<file path="config.mk">
export PLATFORM = sky130hd
export DESIGN_NAME = systolic_feed_controller
export DESIGN_NICKNAME = d
export VERILOG_FILES = /design/src/rtl/systolic_feed_controller.sv
export SDC_FILE = /design/constraint.sdc
export NUM_CORES = 1
export LEC_CHECK = 0
export BUFFER_PORTS_ARGS = -buffer_cell sky130_fd_sc_hd__buf_4
export CORE_AREA = 4 4 102 104
export CTS_BUF_LIST = sky130_fd_sc_hd__clkbuf_4
export DETAILED_ROUTE_END_ITERATION = 10
export DIE_AREA = 0 0 106 108
export GPL_TIMING_DRIVEN = 0
export PLACE_DENSITY_LB_ADDON = 0.08
export SLEW_MARGIN = 25
export SYNTH_ARGS = -nofsm -noshare
export SYNTH_HDL_FRONTEND = slang
export SYNTH_SLANG_ARGS = --single-unit
</file>
<file path="constraint.sdc">
create_clock -name clk -period 4.6 [get_ports clk]
set_input_delay 0.46 -clock clk [delete_from_list [all_inputs] [get_ports clk]]
set_output_delay 0.46 -clock clk [all_outputs]
set_load 0.01 [all_outputs]
</file>
<file path="src/rtl/systolic_feed_controller.sv">
// Feed sequencer for one matrix-multiply tile on a ROWS x COLS systolic array.
// Define SYSTOLIC_FEED_PERF_EN to add the stall and tile-length performance counters.
module systolic_feed_controller #(
    parameter int unsigned ROWS         = 4,
    parameter int unsigned COLS         = 4,
    parameter int unsigned STEP_W       = 16,
    parameter int unsigned DRAIN_CYCLES = 8
) (
    input  logic              clk,
    input  logic              n_rst,
    input  logic              start,
    input  logic              abort,
    input  logic [STEP_W-1:0] cfg_k,
    input  logic              pe_stall,
    output logic [ROWS-1:0]   row_start,
    output logic [COLS-1:0]   col_start,
    output logic [STEP_W-1:0] feed_step,
    output logic              feed_valid,
    output logic              busy,
    output logic              done
`ifdef SYSTOLIC_FEED_PERF_EN
    ,
    output logic [31:0]       perf_stall_cycles,
    output logic [31:0]       perf_tile_cycles
`endif
);

    localparam int unsigned MAXD = (ROWS > COLS) ? ROWS : COLS;
    localparam int unsigned XW   = STEP_W + 1;
    localparam int unsigned DW   = (DRAIN_CYCLES > 1) ? $clog2(DRAIN_CYCLES) : 1;

    typedef enum logic [1:0] {
        ST_IDLE  = 2'd0,
        ST_FEED  = 2'd1,
        ST_DRAIN = 2'd2,
        ST_DONE  = 2'd3
    } state_e;

    state_e            state_q, state_d;
    logic [STEP_W-1:0] s_q, s_d;
    logic [STEP_W-1:0] k_q, k_d;
    logic [DW-1:0]     drain_q, drain_d;
    logic              busy_q, busy_d;
    logic              done_q, done_d;

    logic [XW-1:0]     s_x, k_x, last_x;
    logic              feed_en;

    // Extended by one bit so the skew window compare cannot overflow.
    assign s_x    = {1'b0, s_q};
    assign k_x    = {1'b0, k_q};
    assign last_x = k_x + XW'(MAXD) - XW'(2);

    // State and datapath registers
    always_ff @(posedge clk or negedge n_rst) begin
        if (!n_rst) begin
            state_q <= ST_IDLE;
            s_q     <= '0;
            k_q     <= '0;
            drain_q <= '0;
            busy_q  <= 1'b0;
            done_q  <= 1'b0;
        end else begin
            state_q <= state_d;
            s_q     <= s_d;
            k_q     <= k_d;
            drain_q <= drain_d;
            busy_q  <= busy_d;
            done_q  <= done_d;
        end
    end

    // Next-state and step/drain sequencing
    always_comb begin
        state_d = state_q;
        s_d     = s_q;
        k_d     = k_q;
        drain_d = drain_q;
        if (abort && (state_q != ST_IDLE)) begin
            state_d = ST_IDLE;
            s_d     = '0;
            drain_d = '0;
        end else begin
            case (state_q)
                ST_IDLE: begin
                    if (start) begin
                        s_d = '0;
                        if (cfg_k != '0) begin
                            k_d     = cfg_k;
                            state_d = ST_FEED;
                        end else begin
                            state_d = ST_DONE;
                        end
                    end
                end
                ST_FEED: begin
                    if (!pe_stall) begin
                        if (s_x == last_x) begin
                            s_d     = '0;
                            drain_d = DW'(DRAIN_CYCLES - 1);
                            state_d = ST_DRAIN;
                        end else begin
                            s_d = s_q + STEP_W'(1);
                        end
                    end
                end
                ST_DRAIN: begin
                    if (!pe_stall) begin
                        if (drain_q == '0) begin
                            state_d = ST_DONE;
                        end else begin
                            drain_d = drain_q - DW'(1);
                        end
                    end
                end
                ST_DONE: begin
                    state_d = ST_IDLE;
                end
                default: begin
                    state_d = ST_IDLE;
                end
            endcase
        end
    end

    // Edge enables follow the diagonal skew: lane i is live for steps i .. i+K-1.
    always_comb begin
        row_start = '0;
        col_start = '0;
        feed_en   = (state_q == ST_FEED) && !pe_stall;
        for (int r = 0; r < ROWS; r++) begin
            row_start[r] = feed_en && (XW'(r) <= s_x) && (s_x < (XW'(r) + k_x));
        end
        for (int c = 0; c < COLS; c++) begin
            col_start[c] = feed_en && (XW'(c) <= s_x) && (s_x < (XW'(c) + k_x));
        end
        busy_d = (state_d != ST_IDLE);
        done_d = (state_d == ST_DONE);
    end

    assign feed_valid = feed_en;
    assign feed_step  = s_q;
    assign busy       = busy_q;
    assign done       = done_q;

`ifdef SYSTOLIC_FEED_PERF_EN
    logic [31:0] pstall_q;
    logic [31:0] ptile_q;

    // Saturating counters, cleared on an accepted start and frozen once idle.
    always_ff @(posedge clk or negedge n_rst) begin
        if (!n_rst) begin
            pstall_q <= '0;
            ptile_q  <= '0;
        end else if ((state_q == ST_IDLE) && start) begin
            pstall_q <= '0;
            ptile_q  <= '0;
        end else begin
            if ((state_q != ST_IDLE) && (ptile_q != '1)) begin
                ptile_q <= ptile_q + 32'd1;
            end
            if (((state_q == ST_FEED) || (state_q == ST_DRAIN)) && pe_stall && (pstall_q != '1)) begin
                pstall_q <= pstall_q + 32'd1;
            end
        end
    end

    assign perf_stall_cycles = pstall_q;
    assign perf_tile_cycles  = ptile_q;
`endif

endmodule

</file>
==> key figures <==
Timing
  • Setup ws final: 384 ps
  • Final setup fails: 0
  • Final Hold Viols: 0
  • Clock Skews: 11.5 ps
  • Unrepaired setup endpoints after global routing: false
  • Slew Limit Fails: 0
  • Slew headroom: 58.7%
  • Period utilization: 91.7%
  • Setup tns final: 0 ps
  • Fmax: 237 MHz
  • Min Tclk post-route: 4220 ps
  • Worst-Margin Slew: between 600 and 700 ps

Critical path
  • Worst EP required: 4140 ps
  • Critical Path Sink: row_start[1]
  • Crit Path Class: flip-flop to primary output
  • R2r setup slk: 1200 ps
  • Crit-path max FO: 7
  • Worst Setup End Kind: primary output
  • Critical R2R Launch: k_q[1]
  • CP Data Arrival Time: 3760 ps
  • CP Cell Sequence: ha_1 -> and3_1 -> nand4_1 -> nor2_1 -> xnor2_1 -> ha_1 -> a211oi_1 -> o21ai_0 -> a2111oi_1 -> a211oi_1 -> o31ai_1 -> buf_4 -> buf_4
  • Worst path max stage delay: 510 ps
  • CP Launch Point: k_q[1]
  • RR Endpoint: feed_step[5]
  • CP Launch Type: flip-flop
  • Crit-path slowest cell: dfrtp_1
  • Worst r2r path cells: 12

Drt
  • DRC: 0
  • Vias/cell: 5.49
  • Post-route antenna net violation count: 0
  • Drt wl/cell: 16.8 µm
  • Vias: 3630
  • Initial drt markers: 112
  • Total routed wirelength: 11100 µm
  • Router iterations before antenna repair: 4

Global routing
  • Largest net degree at the start of global routing: 40
  • Grt ovf: 0
  • Met2 GRT Util: 34.8%
  • Met1 Use GR: 26.0%
  • Global route hottest layer: met2
  • Vias in the first global route: 3554
  • GR Layer Usage met3: 1.55%
  • Antenna violations before repair: 0
  • Global-route wire length before repair: 18100 µm
  • Tot GR Track Use: 19.7%

Final layout
  • Fillers: 959
  • ANT cells: 0
  • Core Util, Final: 49.8%
  • NumNets Final: 618
  • Area grow syn2layout: 14.3%
  • Share of layout cells above drive strength 1: 19.5%

Die
  • Die ar.: approximately 0.011 mm²
  • I/O pin count: 48
  • Core ar.: 0.00955 mm²
  • Cell row count: 36
  • Die X: 106 µm
  • Initial Utilization: 43.5%
  • Die height: roughly 110 µm

Logic synthesis
  • Synthesized area per cell: around 8.8 µm²
  • Most common cell in the netlist: ha_1
  • Number of synthesized flops with an enable pin: 0
  • Post-synthesis cell type count: 64
  • Synth top area cells: dfrtp_1 (23%), ha_1 (21%), xnor2_1 (10%), nor2_1 (4.8%), mux2_2 (4.3%)
  • Ys flop type: dfrtp_1
  • Cell count after synthesis: approximately 470
  • Yosys top cell area share: 23.5%
  • Post-synth net total: 565
  • Commonest cells post-synth: ha_1 (70), nor2_1 (53), xnor2_1 (48), dfrtp_1 (39), inv_1 (28)
  • Post-synth top area cell: dfrtp_1
  • Post-synthesis register bit count: 39
  • Ys async rst share: between 90% and 100%
  • Post-synthesis sequential area ratio: 23.5%
  • Post-synthesis cell area: 0.00416 mm²
  • Yosys warns: 0

Placement
  • Gp weighted congestion: 0.870
  • Port bufs: 46
  • Post-Place Setup Slack: 631 ps
  • DP Wirelength: around 9000 µm

Hold path
  • HP Class: input port to asynchronous set/reset pin

CTS
  • Root Buffer: clkbuf_4
  • Clock sink count: 39
  • CTS H-tree depth: 2
  • # hold bufs at CTS: 0
  • CTS tree: built
  • Clock Latency Late Sink: 350 ps
  • Post-CTS Setup Bufs: 0
  • Worst-path clk slew: 110 ps
  • Clock Tree Buf Depth: 2
  • TritonCTS Buffers: 5
  • PostCTS Resize Cnt: 0

Outcome
  • Outcome: complete, no violations

Power and ir drop
  • Peak VDD IR: 0.286 mV
  • Clock Power Share: 10.1%
  • PD cells: 470 mW/mm²
  • Sequential fraction of design power: between 20% and 30%
  • Sw power: a little over 1 mW
  • Combinational cell fraction of total power: 64.3%
  • Leak Pwr: 2.16 nW
  • Sw frac: a little under half
  • Int Power: 1.21 mW

Flow run
  • Max Cap Viol: 0
registers in the layout, indices dropped and copies added, names as in the netlist:
signal     flops
busy           1
k_q           16
feed_step     16
done           1
drain_q        3
state_q        2
power by group through the flow:
stage               logic [mW]  clock network, mW  registers, mW
global route              1.62              0.246          0.591
floorplan                 1.10                  0          0.543
detailed placement        1.43                  0          0.580
finish                    1.43              0.225          0.573
CTS                       1.44              0.234          0.572
global placement          1.41                  0          0.576
through the flow:
stage                     power (mW)  hold slack, ps  instance area (µm²)  cells
after floorplan                 1.64             164                 4160    474
after global placement          1.98             469                 4670    653
after detailed placement        2.01             473                 4670    653
after CTS                       2.25            81.5                 4750    661
after global routing            2.46            88.9                 4750    661
final                           2.23            67.8                 4750    661
metal layers:
| metal | part of all wire [%] | vias to the layer above | wire [µm] |
|---|---|---|---|
| li1 | - | 1828 | - |
| met1 | 47 | 1735 | 5170 |
| met2 | 49 | 54 | 5460 |
| met3 | 2.4 | 13 | 270 |
| met4 | 1.9 | 0 | 209 |
| met5 | 0 | - | 0 |
cell families after synthesis:
family	synth area share, %
multiplexers	4.81
flip-flops	23.5
adder cells (fa/ha/maj)	21.1
XOR/XNOR	10.7
buffers and inverters	6.05
AO/OA/AOI/OAI	14.7
AND/OR/NAND/NOR	19.1
layout by cell type, fill, tap and decap left out, drive strengths merged, types with 4 or more instances in the layout:
| cell | instances |
|---|---|
| a211oi | 6 |
| a21o | 4 |
| a21oi | 24 |
| a31oi | 4 |
| buf | 63 |
| clkbuf | 6 |
| dfrtp | 39 |
| ha | 70 |
| inv | 29 |
| mux2 | 16 |
| nand2 | 21 |
| nand3 | 19 |
| nand4 | 15 |
| nor2 | 54 |
| nor2b | 6 |
| nor3 | 10 |
| nor4 | 13 |
| o21ai | 18 |
| o22ai | 4 |
| o31ai | 7 |
| xnor2 | 48 |
worst min path at each step:
stage,cells after the start,to,startpoint,slack (ps)
floorplan,0,busy,n_rst,160
global placement,1,feed_step[0],n_rst,470
detailed placement,1,k_q[0],n_rst,470
CTS,1,feed_step[11],n_rst,80
global route,1,k_q[1],n_rst,90
finish,1,k_q[0],n_rst,70
critical path, delay by kind of cell, from the launching register on:
kind / cells / cell delay (ps)
xor+xnor: 1 / 90
buf+inv: 2 / 270
flops: 1 / 510
simple gates: 3 / 780
compound gates: 5 / 1300
fa+ha+maj: 2 / 460
layout make-up:
type | count | area, µm² | share of cell area, %
inverter | 30 | 113 | 2.37
tap | 133 | 166 | 3.50
buffer | 18 | 139 | 2.92
clock buffer | 5 | 37.5 | 0.790
multi-input combinational | 387 | 2940 | 61.8
clock inverter | 3 | 38.8 | 0.816
sequential | 39 | 976 | 20.5
timing repair buffer | 46 | 345 | 7.27
Note: power is estimated with default switching activity, not from simulation.
